<file path="src/rtl/exe_stage.sv">
`default_nettype none
// ============================================================================
// Module   : exe_stage
// Purpose  : Execute stage of the 16-bit RSA ASIP pipeline. ADD/SUB finish in
//            one cycle; MUL (shift-add) and MOD (restoring remainder) run for
//            ARQ iterations while stall_out freezes the front end. Resolves
//            conditional jumps and drives a registered result bundle.
// Config   : `define EXE_MOD_EN -> alu_op 11 is iterative MOD.
//            Undefined          -> alu_op 11 is single-cycle A & B and the
//                                  remainder datapath is not built.
// Ports    : clk, rst (sync, active-low)
//            valid_in, wb/mem_enable_in, mux_exe_in, jop_lsb_in,
//            src1/src2/srcdest/imm_in [ARQ], alu_op_in [2], jaddr_in [JW]
//            stall_out (comb), valid/wb/mem_enable_out (strobes),
//            result/srcdest_out [ARQ], zero_out, branch_taken_out,
//            branch_addr_out [JW]
// Revision : 1.0 - initial release
// ============================================================================
module exe_stage #(
    parameter int ARQ = 16,
    parameter int JW  = 13
) (
    input  logic           clk,
    input  logic           rst,
    input  logic           valid_in,
    input  logic           wb_enable_in,
    input  logic           mem_enable_in,
    input  logic           mux_exe_in,
    input  logic           jop_lsb_in,
    input  logic [ARQ-1:0] src1_in,
    input  logic [ARQ-1:0] src2_in,
    input  logic [ARQ-1:0] srcdest_in,
    input  logic [ARQ-1:0] imm_in,
    input  logic [1:0]     alu_op_in,
    input  logic [JW-1:0]  jaddr_in,
    output logic           stall_out,
    output logic           valid_out,
    output logic           wb_enable_out,
    output logic           mem_enable_out,
    output logic [ARQ-1:0] result_out,
    output logic [ARQ-1:0] srcdest_out,
    output logic           zero_out,
    output logic           branch_taken_out,
    output logic [JW-1:0]  branch_addr_out
);

    localparam int            CW          = (ARQ > 1) ? $clog2(ARQ) : 1;
    localparam logic [CW-1:0] c_last_iter = CW'(ARQ - 1);
    localparam logic [0:0]    c_st_idle   = 1'b0;
    localparam logic [0:0]    c_st_busy   = 1'b1;
    localparam logic [1:0]    c_op_add    = 2'b00;
    localparam logic [1:0]    c_op_sub    = 2'b01;
    localparam logic [1:0]    c_op_mul    = 2'b10;

    // Iterative-op working registers. r_a shifts left for both MUL
    // (multiplicand) and MOD (dividend bits fed MSB first); r_b shifts right
    // for MUL (multiplier) and holds the divisor for MOD.
    logic [0:0]     r_state;
    logic [CW-1:0]  r_count;
    logic [ARQ-1:0] r_a;
    logic [ARQ-1:0] r_b;
    logic [ARQ-1:0] r_acc;
    logic           r_wb;
    logic           r_mem;
    logic           r_jop;
    logic [ARQ-1:0] r_srcdest;
    logic [JW-1:0]  r_jaddr;
`ifdef EXE_MOD_EN
    logic           r_is_mod;
`endif

    // Registered output bundle
    logic           r_valid_out;
    logic           r_wb_out;
    logic           r_mem_out;
    logic [ARQ-1:0] r_result;
    logic [ARQ-1:0] r_srcdest_out;
    logic           r_zero;
    logic           r_branch;
    logic [JW-1:0]  r_baddr;

    logic [ARQ-1:0] w_b;
    logic           w_is_iter;
    logic [ARQ-1:0] w_single_res;
    logic [ARQ-1:0] w_mul_acc;
    logic [ARQ-1:0] w_iter_res;
    logic [0:0]     w_state_nxt;
    logic           w_capture;
    logic           w_done;
    logic [ARQ-1:0] w_done_res;
    logic           w_done_wb;
    logic           w_done_mem;
    logic           w_done_jop;
    logic [ARQ-1:0] w_done_sd;
    logic [JW-1:0]  w_done_ja;
    logic           w_done_zero;

    assign w_b = mux_exe_in ? imm_in : src2_in;

`ifdef EXE_MOD_EN
    assign w_is_iter = alu_op_in[1];
`else
    assign w_is_iter = (alu_op_in == c_op_mul);
`endif

    // Single-cycle ALU; the AND arm is only reachable for op 11 when MOD
    // is not built.
    always_comb begin
        w_single_res = src1_in & w_b;
        case (alu_op_in)
            c_op_add: w_single_res = src1_in + w_b;
            c_op_sub: w_single_res = src1_in - w_b;
            default:  w_single_res = src1_in & w_b;
        endcase
    end

    assign w_mul_acc = r_acc + (r_b[0] ? r_a : '0);

`ifdef EXE_MOD_EN
    // Restoring remainder step: shift next dividend bit into the partial
    // remainder, subtract divisor when it fits. A zero divisor always
    // "fits" with no change, so the final remainder equals the dividend.
    logic [ARQ:0]   w_rem_sh;
    logic           w_rem_ge;
    logic [ARQ-1:0] w_rem_nxt;

    assign w_rem_sh   = {r_acc, r_a[ARQ-1]};
    assign w_rem_ge   = (w_rem_sh >= {1'b0, r_b});
    assign w_rem_nxt  = w_rem_ge ? ARQ'(w_rem_sh - {1'b0, r_b}) : w_rem_sh[ARQ-1:0];
    assign w_iter_res = r_is_mod ? w_rem_nxt : w_mul_acc;
`else
    assign w_iter_res = w_mul_acc;
`endif

    // Next-state and completion selection
    always_comb begin
        w_state_nxt = r_state;
        w_capture   = 1'b0;
        w_done      = 1'b0;
        w_done_res  = w_single_res;
        w_done_wb   = wb_enable_in;
        w_done_mem  = mem_enable_in;
        w_done_jop  = jop_lsb_in;
        w_done_sd   = srcdest_in;
        w_done_ja   = jaddr_in;
        case (r_state)
            c_st_idle: begin
                if (valid_in) begin
                    if (w_is_iter) begin
                        w_capture   = 1'b1;
                        w_state_nxt = c_st_busy;
                    end else begin
                        w_done = 1'b1;
                    end
                end
            end
            c_st_busy: begin
                w_done_res = w_iter_res;
                w_done_wb  = r_wb;
                w_done_mem = r_mem;
                w_done_jop = r_jop;
                w_done_sd  = r_srcdest;
                w_done_ja  = r_jaddr;
                if (r_count == c_last_iter) begin
                    w_done      = 1'b1;
                    w_state_nxt = c_st_idle;
                end
            end
        endcase
    end

    assign w_done_zero = (w_done_res == '0);

    // Stall drops in the last BUSY cycle so ID/EXE reloads with no bubble.
    assign stall_out = rst &
                       (((r_state == c_st_idle) & valid_in & w_is_iter) |
                        ((r_state == c_st_busy) & (r_count != c_last_iter)));

    always_ff @(posedge clk) begin
        if (!rst) begin
            r_state       <= c_st_idle;
            r_count       <= '0;
            r_a           <= '0;
            r_b           <= '0;
            r_acc         <= '0;
            r_wb          <= 1'b0;
            r_mem         <= 1'b0;
            r_jop         <= 1'b0;
            r_srcdest     <= '0;
            r_jaddr       <= '0;
`ifdef EXE_MOD_EN
            r_is_mod      <= 1'b0;
`endif
            r_valid_out   <= 1'b0;
            r_wb_out      <= 1'b0;
            r_mem_out     <= 1'b0;
            r_result      <= '0;
            r_srcdest_out <= '0;
            r_zero        <= 1'b0;
            r_branch      <= 1'b0;
            r_baddr       <= '0;
        end else begin
            r_state     <= w_state_nxt;
            r_valid_out <= w_done;
            r_wb_out    <= w_done & w_done_wb;
            r_mem_out   <= w_done & w_done_mem;
            r_branch    <= w_done & w_done_jop & w_done_zero;
            if (w_done) begin
                r_result      <= w_done_res;
                r_srcdest_out <= w_done_sd;
                r_baddr       <= w_done_ja;
                r_zero        <= w_done_zero;
            end
            if (w_capture) begin
                r_a       <= src1_in;
                r_b       <= w_b;
                r_acc     <= '0;
                r_count   <= '0;
                r_wb      <= wb_enable_in;
                r_mem     <= mem_enable_in;
                r_jop     <= jop_lsb_in;
                r_srcdest <= srcdest_in;
                r_jaddr   <= jaddr_in;
`ifdef EXE_MOD_EN
                r_is_mod  <= alu_op_in[0];
`endif
            end else if (r_state == c_st_busy) begin
                r_a     <= r_a << 1;
`ifdef EXE_MOD_EN
                r_b     <= r_is_mod ? r_b : (r_b >> 1);
`else
                r_b     <= r_b >> 1;
`endif
                r_acc   <= w_iter_res;
                r_count <= r_count + CW'(1);
            end
        end
    end

    assign valid_out        = r_valid_out;
    assign wb_enable_out    = r_wb_out;
    assign mem_enable_out   = r_mem_out;
    assign result_out       = r_result;
    assign srcdest_out      = r_srcdest_out;
    assign zero_out         = r_zero;
    assign branch_taken_out = r_branch;
    assign branch_addr_out  = r_baddr;

endmodule
`default_nettype wire
</file>
<file path="config.mk">
export PLATFORM = sky130hd
export DESIGN_NAME = exe_stage
export DESIGN_NICKNAME = d
export VERILOG_FILES = /design/src/rtl/exe_stage.sv
export SDC_FILE = /design/constraint.sdc
export NUM_CORES = 1
export LEC_CHECK = 0
export ABC_AREA = 1
export BUFFER_PORTS_ARGS = -buffer_cell sky130_fd_sc_hd__buf_2
export CAP_MARGIN = 20
export CORE_ASPECT_RATIO = 0.5
export CORE_UTILIZATION = 40
export DETAILED_ROUTE_END_ITERATION = 12
export PLACE_DENSITY = 0.71
export SLEW_MARGIN = 5
export SYNTH_ARGS = -nofsm -noshare
export SYNTH_HDL_FRONTEND = slang
export SYNTH_SLANG_ARGS = --single-unit
</file>
<file path="constraint.sdc">
create_clock -name clk -period 7.42 [get_ports clk]
set_input_delay 0.371 -clock clk [delete_from_list [all_inputs] [get_ports clk]]
set_output_delay 0.371 -clock clk [all_outputs]
set_load 0.01 [all_outputs]
</file>
=== Yosys cells after proc, flatten, opt, wreduce, memory -nomap -nowiden ===
Cells that the tools add are included.

* Register bits after elaboration: 135
* Input bits: 86

* Add/sub/neg operators: 4
* Eq/ne operators: 4
* Mux-type cells: 22
* Bitwise operators: 12
* Reduce and logical (&&, ||, !) cells: 4

{| class="wikitable"
|+ Operator list
! operator !! number
|-
| two-way mux 16 bit || 8
|-
| adder 16 bit || 2
|-
| case mux 16 bit (2 select lines) || 1
|-
| AND 16 bit || 1
|-
| logical NOT 16 bit || 1
|-
| subtractor 16 bit || 1
|-
| two-way mux 13 bit || 1
|-
| two-way mux 1 bit || 10
|-
| AND 1 bit || 8
|-
| adder 4 x 1 -> 4 bit (second input constant) || 1
|-
| equality test 4 bit (second input constant) || 1
|-
| != test 4 bit (second input constant) || 1
|-
| case mux 1 bit (2 select lines) || 2
|-
| equality test 2 x 1 -> 1 bit (second input constant) || 1
|-
| equality test 2 bit (second input constant) || 1
|-
| logical NOT 2 bit || 1
|-
| inverter 1 bit || 2
|-
| nonzero test 2 bit || 1
|-
| OR reduction 2 bit || 1
|-
| OR 1 bit || 1
|}

=== Depth between registers and ports, before layout ===
* Depth in word-level cells: 6
* Depth in mapped cells: 27
* Mapped depth without buffers: 26

=== Worst setup path after synthesis ===
OpenSTA, ideal clock, no wires.

* Path kind: input -> register
* From: input port mux_exe_in
* To: register r_zero (netlist: zero_out)
* Setup time: 66 ps
* Arrival time: 2,998 ps
* Data required time: 7,354 ps
* Path slack: 4,356 ps
* Stages on the path: 24
* Cells stage by stage: inv_2 > buf_6 > nand2_2 > nand2_2 > inv_1 > ha_1 > nand3_1 > nor3_2 > nand3_1 > o31ai_4 > nand2_1 > xor2_1 > ha_1 > a21oi_1 > nand2_1 > a21oi_1 > nand3_1 > nand3_1 > nand2_1 > nand2_1 > nand4_1 > nor2_1 > nand2_1 > a21oi_2

* Cells in the longest elaborated chain, start to end: 5
* Elaborated cells between the ends (all ways): 7
* Those cells by class: add/sub (2); mux (3); bitwise (1); reduce/logical (1)

{| class="wikitable"
|+ Ends and longest elaborated chain
! item !! RTL line !! text
|-
| start: declaration || 28 || <nowiki>input logic mux_exe_in,</nowiki>
|-
| two-way mux 16 bit * || 98 || <nowiki>assign w_b = mux_exe_in ? imm_in : src2_in;</nowiki>
|-
| subtractor 16 bit (tied with other cells) || 112 || <nowiki>c_op_sub: w_single_res = src1_in - w_b;</nowiki>
|-
| case mux 16 bit (2 select lines) * || 110 || <nowiki>case (alu_op_in)</nowiki>
|-
| two-way mux 16 bit * || 146 || <nowiki>case (r_state)</nowiki>
|-
| logical NOT 16 bit * || 172 || <nowiki>assign w_done_zero = (w_done_res == '0);</nowiki>
|-
| end signal: assignment || 212 || <nowiki>r_zero <= w_done_zero;</nowiki>
|-
| end: declaration || 78 || <nowiki>logic r_zero;</nowiki>
|}

Every way passes the cells marked *; elsewhere a longest branch is shown, timed or not.
A chain may end at the register's enable or synchronous reset.

=== Final worst setup path ===
* From: register r_state
* To: register r_count[0]

* Cells in the longest elaborated chain, start to end: 2

{| class="wikitable"
|+ Ends and longest elaborated chain
! item !! RTL line !! text
|-
| start: declaration || 58 || <nowiki>logic [0:0] r_state;</nowiki>
|-
| start signal: assignment || 181 || <nowiki>r_state <= c_st_idle;</nowiki>
|-
| start signal: assignment || 203 || <nowiki>r_state <= w_state_nxt;</nowiki>
|-
| two-way mux 1 bit || 146 ||
|-
| OR reduction 2 bit (no source line) || -- ||
|-
| end signal: assignment || 235 || <nowiki>r_count <= r_count + CW'(1);</nowiki>
|-
| end: declaration || 59 || <nowiki>logic [CW-1:0] r_count;</nowiki>
|}

Several ways; a longest one is shown, not always the timed one.

==> flow_summary_export.csv <==
group,metric,value,unit
finish,fin_nets,1526,
floorplan,dieArea,0.0213,mm^2
setup_path,endpoint_kind,"register",
setup_path,worstSetupPathType,"register to register",
cts,clk_pin_slew,0.07,ns
finish,antennaDiodeCount,0,
timing,hold_violations,0,
global_route,grt_start_max_net_pins,80,
timing,setup_slack,3.68,ns
timing,setup_viol,0,
floorplan,start_util,41.6,%
route,first_pass_iters,5,
cts,root_buffer,"clkbuf_16",
global_route,grt_pass1_wl,41200,um
cts,hold_buffers,0,
floorplan,dieWidth,205,um
setup_path,cpMostUsedCell,"buf_4",
timing,tightest_slew,0.900,ns
floorplan,num_rows,36,
outcome,status,"complete, no violations",
pwr,powerDensity,212,mW/mm^2
place,gp_congestion,0.960,
finish,layout_commonest_cell,"nand2_1",
synth,syn_inst,1303,
timing,max_freq,267,MHz
timing,clock_skew,0.0134,ns
pwr,pwr-share-comb,21.2,%
synth,synth_cell_types,43,
cts,cts_made_buffers,17,
synth,yosysWarnings,0,
synth,syn-num-nets,1424,
global_route,grt_remaining_overflow,0,
setup_path,worstPathMaxFanout,62,
synth,async_reset_ff_share,0,%
setup_path,crit_chain,"buf_4, nor2_4, buf_4, inv_2, nand2_1, nor3b_1",
global_route,antenna_found_initial,1,
setup_path,crit_buf_inv,3,
route,routed_via_density,5.17,
timing,max_slew_margin,39.9,%
cts,insertion_delay,0.43,ns
setup_path,worstPathArrival,4.07,ns
floorplan,io_pins,137,
finish,area_growth,16.9,%
setup_path,cp.required,7.75,ns
finish,final_cell_mix,"nand2_1, inv_1, buf_2, dfxtp_1, a21oi_1",
min_path,min_path_type,"primary input to register",
cts,cts_resized,0,
synth,synth-seq-area-share,32.7,%
pwr,p_total,2.05,mW
route,drc,0,
floorplan,core-area,0.0199,mm^2
timing,fin_crit_sh,50.4,%
route,wire_per_inst,15.4,um
timing,final_max_slew_viol_count,0,
finish,fillers,2062,
run,maxCapViolCount,0,
setup_path,crit_path_start_kind,"register",
place,post-place-ws,3.36,ns
synth,ys_seq_elements,135,
cts,cts_tree,"done",
route,vias,8706,
cts,cts_setup_buffers,0,
setup_path,critical-path-max-stage-delay,0.76,ns
route,drtIter0Drc,779,
setup_path,critical_path.top_delay_family,"buffers and inverters",
global_route,grt_usage,24.5,%
timing,timing.final.crit_period,3.74,ns
pwr,pwr-share-seq,38.6,%
cts,htreeDepth,4,
timing,final.setup.tns,0,ns
pwr,clockPowerShare,40.2,%
pwr,power_leakage,5.01,nW
pwr,p_sw_share,33.5,%
synth,synth_edf_count,0,
finish,drive_gt1_share,15.0,%
global_route,first_global_vias,7975,
place,place_hpwl,19000,um
setup_path,worst_path_max_delay_cell,"nand2_1",
floorplan,die_y,104,um
cts,cts.sinks,135,
route,final_antenna_net_count,0,
synth,netlist_area,0.00827,mm^2
timing,rsz0062_at_grt,"no",
pwr,vdd_drop_max,0.178,mV
pwr,power.internal,1.36,mW
synth,syn_avg_cell_area,6.34,um^2
synth,ys.flop_type,"dfxtp_1",
place,port_buffers,136,
cts,cts_buffer_depth,2,
pwr,power.switching,687,uW
route,wl,26000,um
[Yosys cell counts (3+ instances only)]
master,n,area [um^2]
nand2_1,454,1700
inv_1,177,664
dfxtp_1,135,2700
a21oi_1,98,490
nand3_1,80,400
o21ai_0,62,310
nor2_1,57,214
clkbuf_1,41,154
ha_1,33,413
a31oi_1,32,200
nand2_2,19,119
xor2_1,14,123
o211ai_1,12,90.1
o21bai_1,9,67.6
o221ai_1,8,70.1
buf_2,7,35.0
buf_1,6,22.5
nand3b_1,5,37.5
nand4_1,5,31.3
nor3_1,5,25.0
buf_6,4,45.0
nand2_4,4,45.0
o21ai_1,4,20.0
a21o_1,3,22.5
inv_2,3,11.3
[through the flow]
stage / util [%] / hold slack (ns) / cell area (um^2) / std cells
2_1_floorplan: - / 0.434 / 8270 / 1303
3_3_place_gp: 45.6 / 0.448 / 9060 / 1651
3_5_place_dp: 45.6 / 0.452 / 9060 / 1651
4_1_cts: 48.5 / 0.190 / 9640 / 1683
5_1_grt: 48.6 / 0.190 / 9660 / 1684
6_report: 48.6 / 0.198 / 9660 / 1684
[layer usage]
layer	part of all wire, %	track usage (%)	vias up
met5	0.031	0	-
met4	0.95	4.97	2
met3	7.5	5.44	26
met2	44	37.4	296
met1	48	34.9	4030
li1	-	-	4352
[sequential cells by signal (all words and copies together), names as in the netlist, 4 cells and up]
register / count
r_acc: 16
r_srcdest: 16
r_a: 16
r_b: 16
srcdest_out: 16
r_jaddr: 13
result_out: 16
r_count: 4
branch_addr_out: 13
[final cells by class]
cell class	instances	area, um^2	share of cell area, %
Multi-Input combinational cell	927	4610	47.7
Sequential cell	135	2700	28.0
Timing Repair Buffer	142	746	7.72
Inverter	182	697	7.21
Clock buffer	18	439	4.54
Tap cell	266	333	3.44
Clock inverter	14	135	1.40
[power groups by stage]
stage                     Clock, mW  Combinational [mW]  Sequential, mW
final                         0.824               0.436           0.791
after global routing          0.866               0.485           0.795
after CTS                     0.829               0.427           0.790
after detailed placement          0               0.425           0.805
after global placement            0               0.422           0.805
after floorplan                   0               0.275           0.811
[cells by family after synthesis]
logic type,count (synthesis),share of synthesized area [%]
AOI/OAI and AO/OA,238,16.5
xor gates and xnor gates,16,1.70
adders and majority gates,35,5.48
and+or+nand+nor,638,32.0
DFF,135,32.7
buffers and inverters,241,11.6
[worst paths after layout]
| path | start | to | slack (ns) | depth (start not counted) |
|---|---|---|---|---|
| setup / recovery | r_state | r_count[0] | 3.68 | 6 |
| hold reg to reg | r_jaddr[9] | r_jaddr[9] | 0.46 | 2 |
| hold / removal | srcdest_in[0] | r_srcdest[0] | 0.20 | 3 |
| setup reg to reg | r_state | r_count[0] | 3.68 | 6 |
[tightest hold or removal path, stage by stage]
cell     delay, ns
buf_2         0.10
nand2_1       0.05
a21oi_1       0.06
Note: power is estimated with default switching activity, not from simulation.
